[config.mk]
export PLATFORM = sky130hd
export DESIGN_NAME = unified_mem_arbiter_flat
export DESIGN_NICKNAME = d
export VERILOG_FILES = /design/src/rtl/unified_mem_arbiter_pkg.sv /design/src/rtl/unified_mem_arbiter_if.sv /design/src/rtl/unified_mem_arbiter_starve_counter.sv /design/src/rtl/unified_mem_arbiter.sv /design/src/flat_wrapper.sv
export SDC_FILE = /design/constraint.sdc
export NUM_CORES = 1
export LEC_CHECK = 0
export BUFFER_PORTS_ARGS = -buffer_cell sky130_fd_sc_hd__buf_2
export CAP_MARGIN = 20
export CORE_UTILIZATION = 45
export CTS_CLUSTER_SIZE = 20
export DETAILED_ROUTE_END_ITERATION = 8
export PLACE_DENSITY = 0.79
export SLEW_MARGIN = 20
export SYNTH_ARGS = -nofsm -noshare
export SYNTH_HDL_FRONTEND = slang
export SYNTH_SLANG_ARGS = --single-unit
export TNS_END_PERCENT = 10
[constraint.sdc]
create_clock -name clk -period 4.5 [get_ports clk]
set_clock_uncertainty 0.1 [all_clocks]
set_input_delay 0.675 -clock clk [delete_from_list [all_inputs] [get_ports clk]]
set_output_delay 0.675 -clock clk [all_outputs]
set_load 0.01 [all_outputs]
[src/rtl/unified_mem_arbiter_pkg.sv]
// unified_mem_arbiter_pkg: shared state encoding and constants for the unified memory arbiter
package unified_mem_arbiter_pkg;
  typedef enum logic [1:0] {IDLE = 2'd0, BUSY_I = 2'd1, BUSY_D = 2'd2} state_t;
  localparam logic [3:0] BE_WORD = 4'hF;
  localparam int ADDR_W_DEF = 12;
endpackage

[src/rtl/unified_mem_arbiter_if.sv]
// unified_mem_arbiter_if: single-ported memory bus between the arbiter (master) and the memory (slave)
interface unified_mem_arbiter_if
  import unified_mem_arbiter_pkg::*;
#(
  parameter int ADDR_W = ADDR_W_DEF,
  parameter int DATA_W = 32
);
  logic              mem_en;
  logic              mem_we;
  logic [3:0]        mem_be;
  logic [ADDR_W-1:0] mem_addr;
  logic [DATA_W-1:0] mem_wdata;
  logic [DATA_W-1:0] mem_rdata;
  logic              mem_ack;
  modport master (output mem_en, mem_we, mem_be, mem_addr, mem_wdata, input mem_rdata, mem_ack);
  modport slave (input mem_en, mem_we, mem_be, mem_addr, mem_wdata, output mem_rdata, mem_ack);
endinterface

[src/rtl/unified_mem_arbiter_starve_counter.sv]
// arb_starve_counter: saturating count of data grants taken while fetch waits
module arb_starve_counter #(
  parameter int MAX = 4
) (
  input  logic clk,
  input  logic rst_n,
  input  logic inc,
  input  logic clr,
  output logic at_max
);
  logic [3:0] cnt;
  always_ff @(posedge clk)
    if (!rst_n) cnt <= '0;
    else if (clr) cnt <= '0;
    else if (inc && !at_max) cnt <= cnt + 4'd1;
  assign at_max = cnt == 4'(MAX);
endmodule

[src/rtl/unified_mem_arbiter.sv]
// unified_mem_arbiter: shares one single-ported memory between fetch and load/store with data priority and fetch anti-starvation
module unified_mem_arbiter
  import unified_mem_arbiter_pkg::*;
#(
  parameter int ADDR_W = ADDR_W_DEF,
  parameter int DATA_W = 32,
  parameter int STARVE_MAX = 4
) (
  input  logic              clk,
  input  logic              rst_n,
  input  logic              if_valid,
  input  logic [ADDR_W-1:0] if_addr,
  output logic              if_ready,
  output logic [DATA_W-1:0] if_rdata,
  input  logic              d_valid,
  input  logic              d_we,
  input  logic [3:0]        d_be,
  input  logic [ADDR_W-1:0] d_addr,
  input  logic [DATA_W-1:0] d_wdata,
  output logic              d_ready,
  output logic [DATA_W-1:0] d_rdata,
  output logic              stall_if,
  output logic              stall_mem,
  unified_mem_arbiter_if.master bus
);
  state_t state, state_n;
  logic at_max, accept, grant_d, grant_i, done;
  assign accept  = state == IDLE && !if_ready && !d_ready;
  assign grant_d = accept && d_valid && !(if_valid && at_max);
  assign grant_i = accept && if_valid && !grant_d;
  assign done    = state != IDLE && bus.mem_en && bus.mem_ack;
  assign stall_if  = if_valid && !if_ready;
  assign stall_mem = d_valid && !d_ready;
  arb_starve_counter #(.MAX(STARVE_MAX)) u_starve (
    .clk(clk),
    .rst_n(rst_n),
    .inc(grant_d && if_valid),
    .clr(grant_i),
    .at_max(at_max)
  );
  always_comb begin
    state_n = state;
    if (state == IDLE) state_n = grant_d ? BUSY_D : grant_i ? BUSY_I : IDLE;
    else if (done) state_n = IDLE;
  end
  always_ff @(posedge clk) begin
    if (!rst_n) begin
      state         <= IDLE;
      if_ready      <= 1'b0;
      d_ready       <= 1'b0;
      if_rdata      <= '0;
      d_rdata       <= '0;
      bus.mem_en    <= 1'b0;
      bus.mem_we    <= 1'b0;
      bus.mem_be    <= '0;
      bus.mem_addr  <= '0;
      bus.mem_wdata <= '0;
    end else begin
      state    <= state_n;
      if_ready <= done && state == BUSY_I;
      d_ready  <= done && state == BUSY_D;
      if (grant_d || grant_i) begin
        bus.mem_en    <= 1'b1;
        bus.mem_we    <= grant_d && d_we;
        bus.mem_be    <= grant_d ? d_be : BE_WORD;
        bus.mem_addr  <= grant_d ? d_addr : if_addr;
        bus.mem_wdata <= grant_d ? d_wdata : '0;
      end
      if (done) bus.mem_en <= 1'b0;
      if (done && state == BUSY_I) if_rdata <= bus.mem_rdata;
      if (done && state == BUSY_D && !bus.mem_we) d_rdata <= bus.mem_rdata;
    end
  end
endmodule

[src/flat_wrapper.sv]
// flat-port wrapper written by rule: the top's interface ports become plain ports
module unified_mem_arbiter_flat import unified_mem_arbiter_pkg::*;
#(
  parameter int ADDR_W = ADDR_W_DEF,
  parameter int DATA_W = 32,
  parameter int STARVE_MAX = 4
)
  (clk, rst_n, if_valid, if_addr, if_ready, if_rdata, d_valid, d_we, d_be, d_addr, d_wdata, d_ready, d_rdata, stall_if, stall_mem, bus_mem_en, bus_mem_we, bus_mem_be, bus_mem_addr, bus_mem_wdata, bus_mem_rdata, bus_mem_ack);
  unified_mem_arbiter_if #(.ADDR_W(ADDR_W), .DATA_W(DATA_W)) bus_i ();
  input  logic clk;
  input  logic rst_n;
  input  logic if_valid;
  input  logic [ADDR_W-1:0] if_addr;
  output logic if_ready;
  output logic [DATA_W-1:0] if_rdata;
  input  logic d_valid;
  input  logic d_we;
  input  logic [3:0] d_be;
  input  logic [ADDR_W-1:0] d_addr;
  input  logic [DATA_W-1:0] d_wdata;
  output logic d_ready;
  output logic [DATA_W-1:0] d_rdata;
  output logic stall_if;
  output logic stall_mem;
  output wire logic [$bits(bus_i.mem_en)-1:0] bus_mem_en;
  output wire logic [$bits(bus_i.mem_we)-1:0] bus_mem_we;
  output wire logic [$bits(bus_i.mem_be)-1:0] bus_mem_be;
  output wire logic [$bits(bus_i.mem_addr)-1:0] bus_mem_addr;
  output wire logic [$bits(bus_i.mem_wdata)-1:0] bus_mem_wdata;
  input wire logic [$bits(bus_i.mem_rdata)-1:0] bus_mem_rdata;
  input wire logic [$bits(bus_i.mem_ack)-1:0] bus_mem_ack;
  assign bus_mem_en = bus_i.mem_en;
  assign bus_mem_we = bus_i.mem_we;
  assign bus_mem_be = bus_i.mem_be;
  assign bus_mem_addr = bus_i.mem_addr;
  assign bus_mem_wdata = bus_i.mem_wdata;
  assign bus_i.mem_rdata = bus_mem_rdata;
  assign bus_i.mem_ack = bus_mem_ack;
  unified_mem_arbiter #(.ADDR_W(ADDR_W), .DATA_W(DATA_W), .STARVE_MAX(STARVE_MAX)) u_core (.clk(clk), .rst_n(rst_n), .if_valid(if_valid), .if_addr(if_addr), .if_ready(if_ready), .if_rdata(if_rdata), .d_valid(d_valid), .d_we(d_we), .d_be(d_be), .d_addr(d_addr), .d_wdata(d_wdata), .d_ready(d_ready), .d_rdata(d_rdata), .stall_if(stall_if), .stall_mem(stall_mem), .bus(bus_i));
endmodule
Word-level counts from Yosys, hierarchy flattened. Index checks and enable logic that the tools add are counted.

Word-level logic and storage cells: 52. Flip-flop bits (word level): 122. Output and inout port bits: 118. Input port bits: 98.

Reductions and logical operators: 29. Bitwise operators: 1. $add $sub $neg: 1. Eq/ne operators: 3. Muxes and demuxes: 7.

Operators with widths (count): $mux 32 (1); $logic_and 1x1->1 (17); $mux 12 (1); $logic_not 1->1 (6); $mux 2 (3); $add 4x1->4 const B (1); $eq 4x3->1 const B (1); $mux 4 (1); $reduce_bool 2->1 (2); $reduce_or 2->1 (2); $eq 2x1->1 const B (1); $eq 2x2->1 const B (1); $logic_not 2->1 (1); $logic_or 1x1->1 (1); $mux 1 (1); $not 1->1 (1).

Longest topological paths before layout.
Depth in word-level cells: 10. Mapped depth: 7. Depth with buffers taken out: 6.

Hierarchy. A second synthesis with hierarchy kept.

Cell total of the unflattened synthesis: 494. Area total of the unflattened synthesis: 4473.0 um^2.

Modules (own cells, without submodules): unified_mem_arbiter (sequential area each 2362.3 um^2, area each 4269.1 um^2, cells each 468, times used 1); arb_starve_counter (sequential area each 80.1 um^2, area each 203.9 um^2, cells each 26, times used 1).

Worst setup path before layout. No wires, ideal clock.

Path kind: in2reg. Start: input bus_mem_ack. End: register u_core.d_rdata[10]. Data arrival time: 1723 ps. Buffers on the path: 2. Library setup time: 132 ps. Path slack: 2544 ps. Stages on the path: 6. Data required time: 4268 ps. Path through: nand2_1 or4b_1 clkbuf_1 clkbuf_1 nand2_1 a21oi_1.

Longest elaborated chain between the ends: 3.

Ends and longest elaborated chain: start: declaration (line flat_wrapper.sv:31) `input wire logic [$bits(bus_i.mem_ack)-1:0] bus_mem_ack;`; $logic_and 1x1->1 (line unified_mem_arbiter.sv:31) `assign done = state != IDLE && bus.mem_en && bus.mem_ack;`; $logic_and 1x1->1 (2 in series) (line unified_mem_arbiter.sv:71) `if (done && state == BUSY_D && !bus.mem_we) d_rdata <= bus.mem_rdata;`; end signal: assignment (line unified_mem_arbiter.sv:71); end: declaration (line unified_mem_arbiter.sv:21) `output logic [DATA_W-1:0] d_rdata,`.

No other way between the ends. A chain may end at the register's enable or synchronous reset.

Worst setup path in the final report.
Start: register u_core.state[0]. End: register u_core.bus.mem_wdata[19].

Longest elaborated chain between the ends: 8. Elaborated cells on any way between the ends: 10. Classes of those cells: mux (1); reduce/logical (9).

Ends and longest elaborated chain: start: declaration (line unified_mem_arbiter.sv:26) `state_t state, state_n;`; start signal: assignment (line unified_mem_arbiter.sv:59) `state <= state_n;`; $logic_not 2->1 (*) (line unified_mem_arbiter.sv:28) `assign accept = state == IDLE && !if_ready && !d_ready;`; $logic_and 1x1->1 (*) (2 in series) (line unified_mem_arbiter.sv:28); $logic_and 1x1->1 (2 in series) (line unified_mem_arbiter.sv:29) `assign grant_d = accept && d_valid && !(if_valid && at_max);`; $logic_not 1->1 (line unified_mem_arbiter.sv:30) `assign grant_i = accept && if_valid && !grant_d;`; $logic_and 1x1->1 (line unified_mem_arbiter.sv:30); $logic_or 1x1->1 (line unified_mem_arbiter.sv:62) `if (grant_d || grant_i) begin`; end signal: assignment (line unified_mem_arbiter.sv:67) `bus.mem_wdata <= grant_d ? d_wdata : '0;`; end: declaration (line unified_mem_arbiter_if.sv:15) `modport master (output mem_en, mem_we, mem_be, mem_addr, mem_wdata, input mem_rdata, mem_ack);`.

Mark *: on every way between the ends. The rest lies on a longest branch, timed or not.

==> flow_metrics.tcl <==
set metrics [dict create \
    grt-ovfl-total 0 \
    cp-end-kind "flop" \
    io_buffers 215 \
    finalMaxSlewViolations 0 \
    finalCritPeriodShare_pct 54.9 \
    final_nets 783 \
    grt_first_pass_wirelength_um 18700 \
    ys_seq_elements 122 \
    ant_nets 0 \
    critPathArrivalTime_ns 2.76 \
    grt_antenna_before_repair 0 \
    fillers 777 \
    antenna_cells 0 \
    worstMarginPinSlew_ns 0.907 \
    p_clk_share_pct 46.7 \
    route.met2.wl_um 5860 \
    vias_per_cell 5.21 \
    num_rows 35 \
    drt_iter0_markers 134 \
    wl_met1_um 4740 \
    slew-limit-headroom_pct 39.6 \
    crit_required_ns 4.79 \
    clk_pin_slew_ns 0.06 \
    swShare_pct 25.9 \
    synth.avg_cell_area_um2 8.92 \
    cts_sinks 122 \
    fin_hold_ws_ns 0.287 \
    cts_resized 0 \
    synth.net_count 579 \
    grt_pass1_vias 4037 \
    ctsHtreeMaxLevel 4 \
    dpl.hpwl_um 7980 \
    tritoncts "yes" \
    power.switching_uw 704 \
    layout_setup_ws_ns 2.03 \
    dp_slack_ns 1.64 \
    rsz0062_at_grt "false" \
    combinationalPowerShare_pct 10.2 \
    netlist_area_mm2 0.00427 \
    pwr_density_cell_mw_per_mm2 457 \
    area_growth_pct 39.3 \
    seqPwrFrac_pct 43.1 \
    synth_cell_types 37 \
    critPathMaxFanout 33 \
    setup-tns-final_ns 0 \
    top_layer "met4" \
    p_int_uw 2010 \
    crit_type "reg -> reg" \
    hold_buffers 0 \
    fmax_mhz 405 \
    whs_path_depth 2 \
    outcome "finished, final reports clean" \
    peakVddDrop_mv 0.243 \
    clk-insertion-delay-late_ns 0.50 \
    dieHeight_um 99.4 \
    drt_wl_total_um 11600 \
    ys.warnings.count 0 \
    firstDrtPassIters 5 \
    drc 0 \
    wl_per_cell_um 14.4 \
    cts_setup_buffers 0 \
    startpoint_type "flop" \
    io_pins 216 \
    dr_total_vias 4201 \
    numCtsBuffers 17 \
    clockRootBuffer "clkbuf_8" \
    leakage_uw 0.00275 \
    min_period_ns 2.47 \
    ys_seq_area_share_pct 57.2 \
    synthCells 479 \
    drive_above_1_share_pct 37.8 \
    setup_viol 0 \
    clk_path_buf_depth 2 \
    maxCapViolCount 0 \
    initial_utilization_pct 46.4 \
    met3_length_um 788 \
    die_x_um 99.4 \
    die_area_mm2 0.00988 \
    hold_viol 0 \
    place.gp.congestion 0.816 \
    grt_max_degree 44 \
    core_mm2 0.00920 \
    min_path_type "in -> reg" \
    gr-usage-all-layers_pct 24.0 \
    rr_worst_depth 4 \
    finalPower_uw 2720 \
]
[flip-flops by register name, summed over array words and instances (netlist names), 2 cells and up]
name and count:
u_core.bus.mem_wdata 32, u_core.d_rdata 32, u_core.if_rdata 32, u_core.bus.mem_addr 12, u_core.bus.mem_be 4, u_core.u_starve.cnt 4
u_core.state 2
[power groups by stage]
| stage | sequential, µW | clock, µW | combinational (µW) |
|---|---|---|---|
| 3_3_place_gp | 1190 | 0 | 268 |
| 2_1_floorplan | 1210 | 0 | 131 |
| 6_report | 1170 | 1270 | 277 |
| 3_5_place_dp | 1190 | 0 | 277 |
| 4_1_cts | 1170 | 1290 | 277 |
| 5_1_grt | 1180 | 1350 | 304 |
[per-stage QoR]
step / util [%] / instance area [µm²] / std cells
after floorplan: - / 4270 / 479
final: 64.7 / 5950 / 807
after detailed placement: 58.5 / 5380 / 775
after CTS: 64.6 / 5940 / 807
after global placement: 58.5 / 5380 / 775
after global routing: 64.7 / 5950 / 807
[worst max-delay path, stage by stage (launching register included)]
cell	delay [ns]
dfxtp_1	0.41
nor4_4	0.45
o21a_1	0.79
nor2_4	0.31
a22o_1	0.28
[path summary, 6_finish.rpt]
check / endpoint / start / slack [ns]
setup reg to reg: u_core.bus.mem_wdata[19] / u_core.state[0] / 2.03
hold reg to reg: u_core.d_rdata[28] / u_core.d_rdata[28] / 0.35
setup / recovery: u_core.bus.mem_wdata[19] / u_core.state[0] / 2.03
hold / removal: u_core.bus.mem_wdata[5] / d_wdata[5] / 0.29
[per-layer routing]
layer	GRT usage, %	vias up
li1	-	2040
met1	27.7	1973
met2	40.8	165
met3	7.45	23
met4	11.3	0
met5	0	-
[layout make-up]
class                   count  area [µm²]  area share (%)
flip-flops and latches    122        2440            41.1
well taps                 111         139            2.33
inverters                   5        18.8           0.315
multi-input cells         318        1680            28.2
repair buffers            219        1110            18.6
clock inverters            14         138            2.31
clock buffers              18         428            7.19
[cells by family (layout without fill, tap and decap cells)]
logic type | after synthesis | after routing | share of synthesized area (%)
simple gates | 181 | 181 | 18.1
fa+ha+maj | 2 | 2 | 0.586
mux | 1 | 1 | 0.234
compound gates | 132 | 132 | 19.5
buf+inv | 39 | 256 | 4.01
xor+xnor | 2 | 2 | 0.410
flops | 122 | 122 | 57.2
[cell usage after synthesis (all sizes together)]
| library cell | number | area [µm²] |
|---|---|---|
| nand2 | 156 | 586 |
| xnor2 | 1 | 8.76 |
| o21a | 1 | 7.51 |
| o211ai | 1 | 7.51 |
| nor2b | 1 | 6.26 |
| nand3b | 1 | 7.51 |
| or4b | 1 | 10.0 |
| a31oi | 12 | 75.1 |
| nand4b | 2 | 17.5 |
| nor2 | 9 | 41.3 |
| nand3 | 1 | 10.0 |
| o21ai | 13 | 65.1 |
| and3b | 1 | 8.76 |
| buf | 10 | 62.6 |
| and3 | 1 | 6.26 |
| ha | 2 | 25.0 |
| o221a | 4 | 45.0 |
| dfxtp | 122 | 2440 |
| o22ai | 1 | 6.26 |
| nor3b | 1 | 7.51 |
| mux2i | 1 | 10.0 |
| and4 | 1 | 8.76 |
| nor4 | 1 | 21.3 |
| xor2 | 1 | 8.76 |
| or3 | 1 | 6.26 |
| nand4 | 2 | 12.5 |
| a22o | 33 | 289 |
| a21oi | 67 | 335 |
| nor4b | 2 | 23.8 |
| inv | 5 | 18.8 |
| clkbuf | 24 | 90.1 |
[placed cells by master, fill, tap and decap left out, types with 5 or more instances in the layout]
| master | n |
|---|---|
| inv_6 | 5 |
| nand2_1 | 156 |
| a31oi_1 | 12 |
| a21oi_1 | 67 |
| o21ai_0 | 13 |
| clkbuf_16 | 16 |
| buf_2 | 215 |
| a22o_1 | 33 |
| dfxtp_1 | 122 |
| nor2_1 | 7 |
Note: power is estimated with default switching activity, not from simulation.
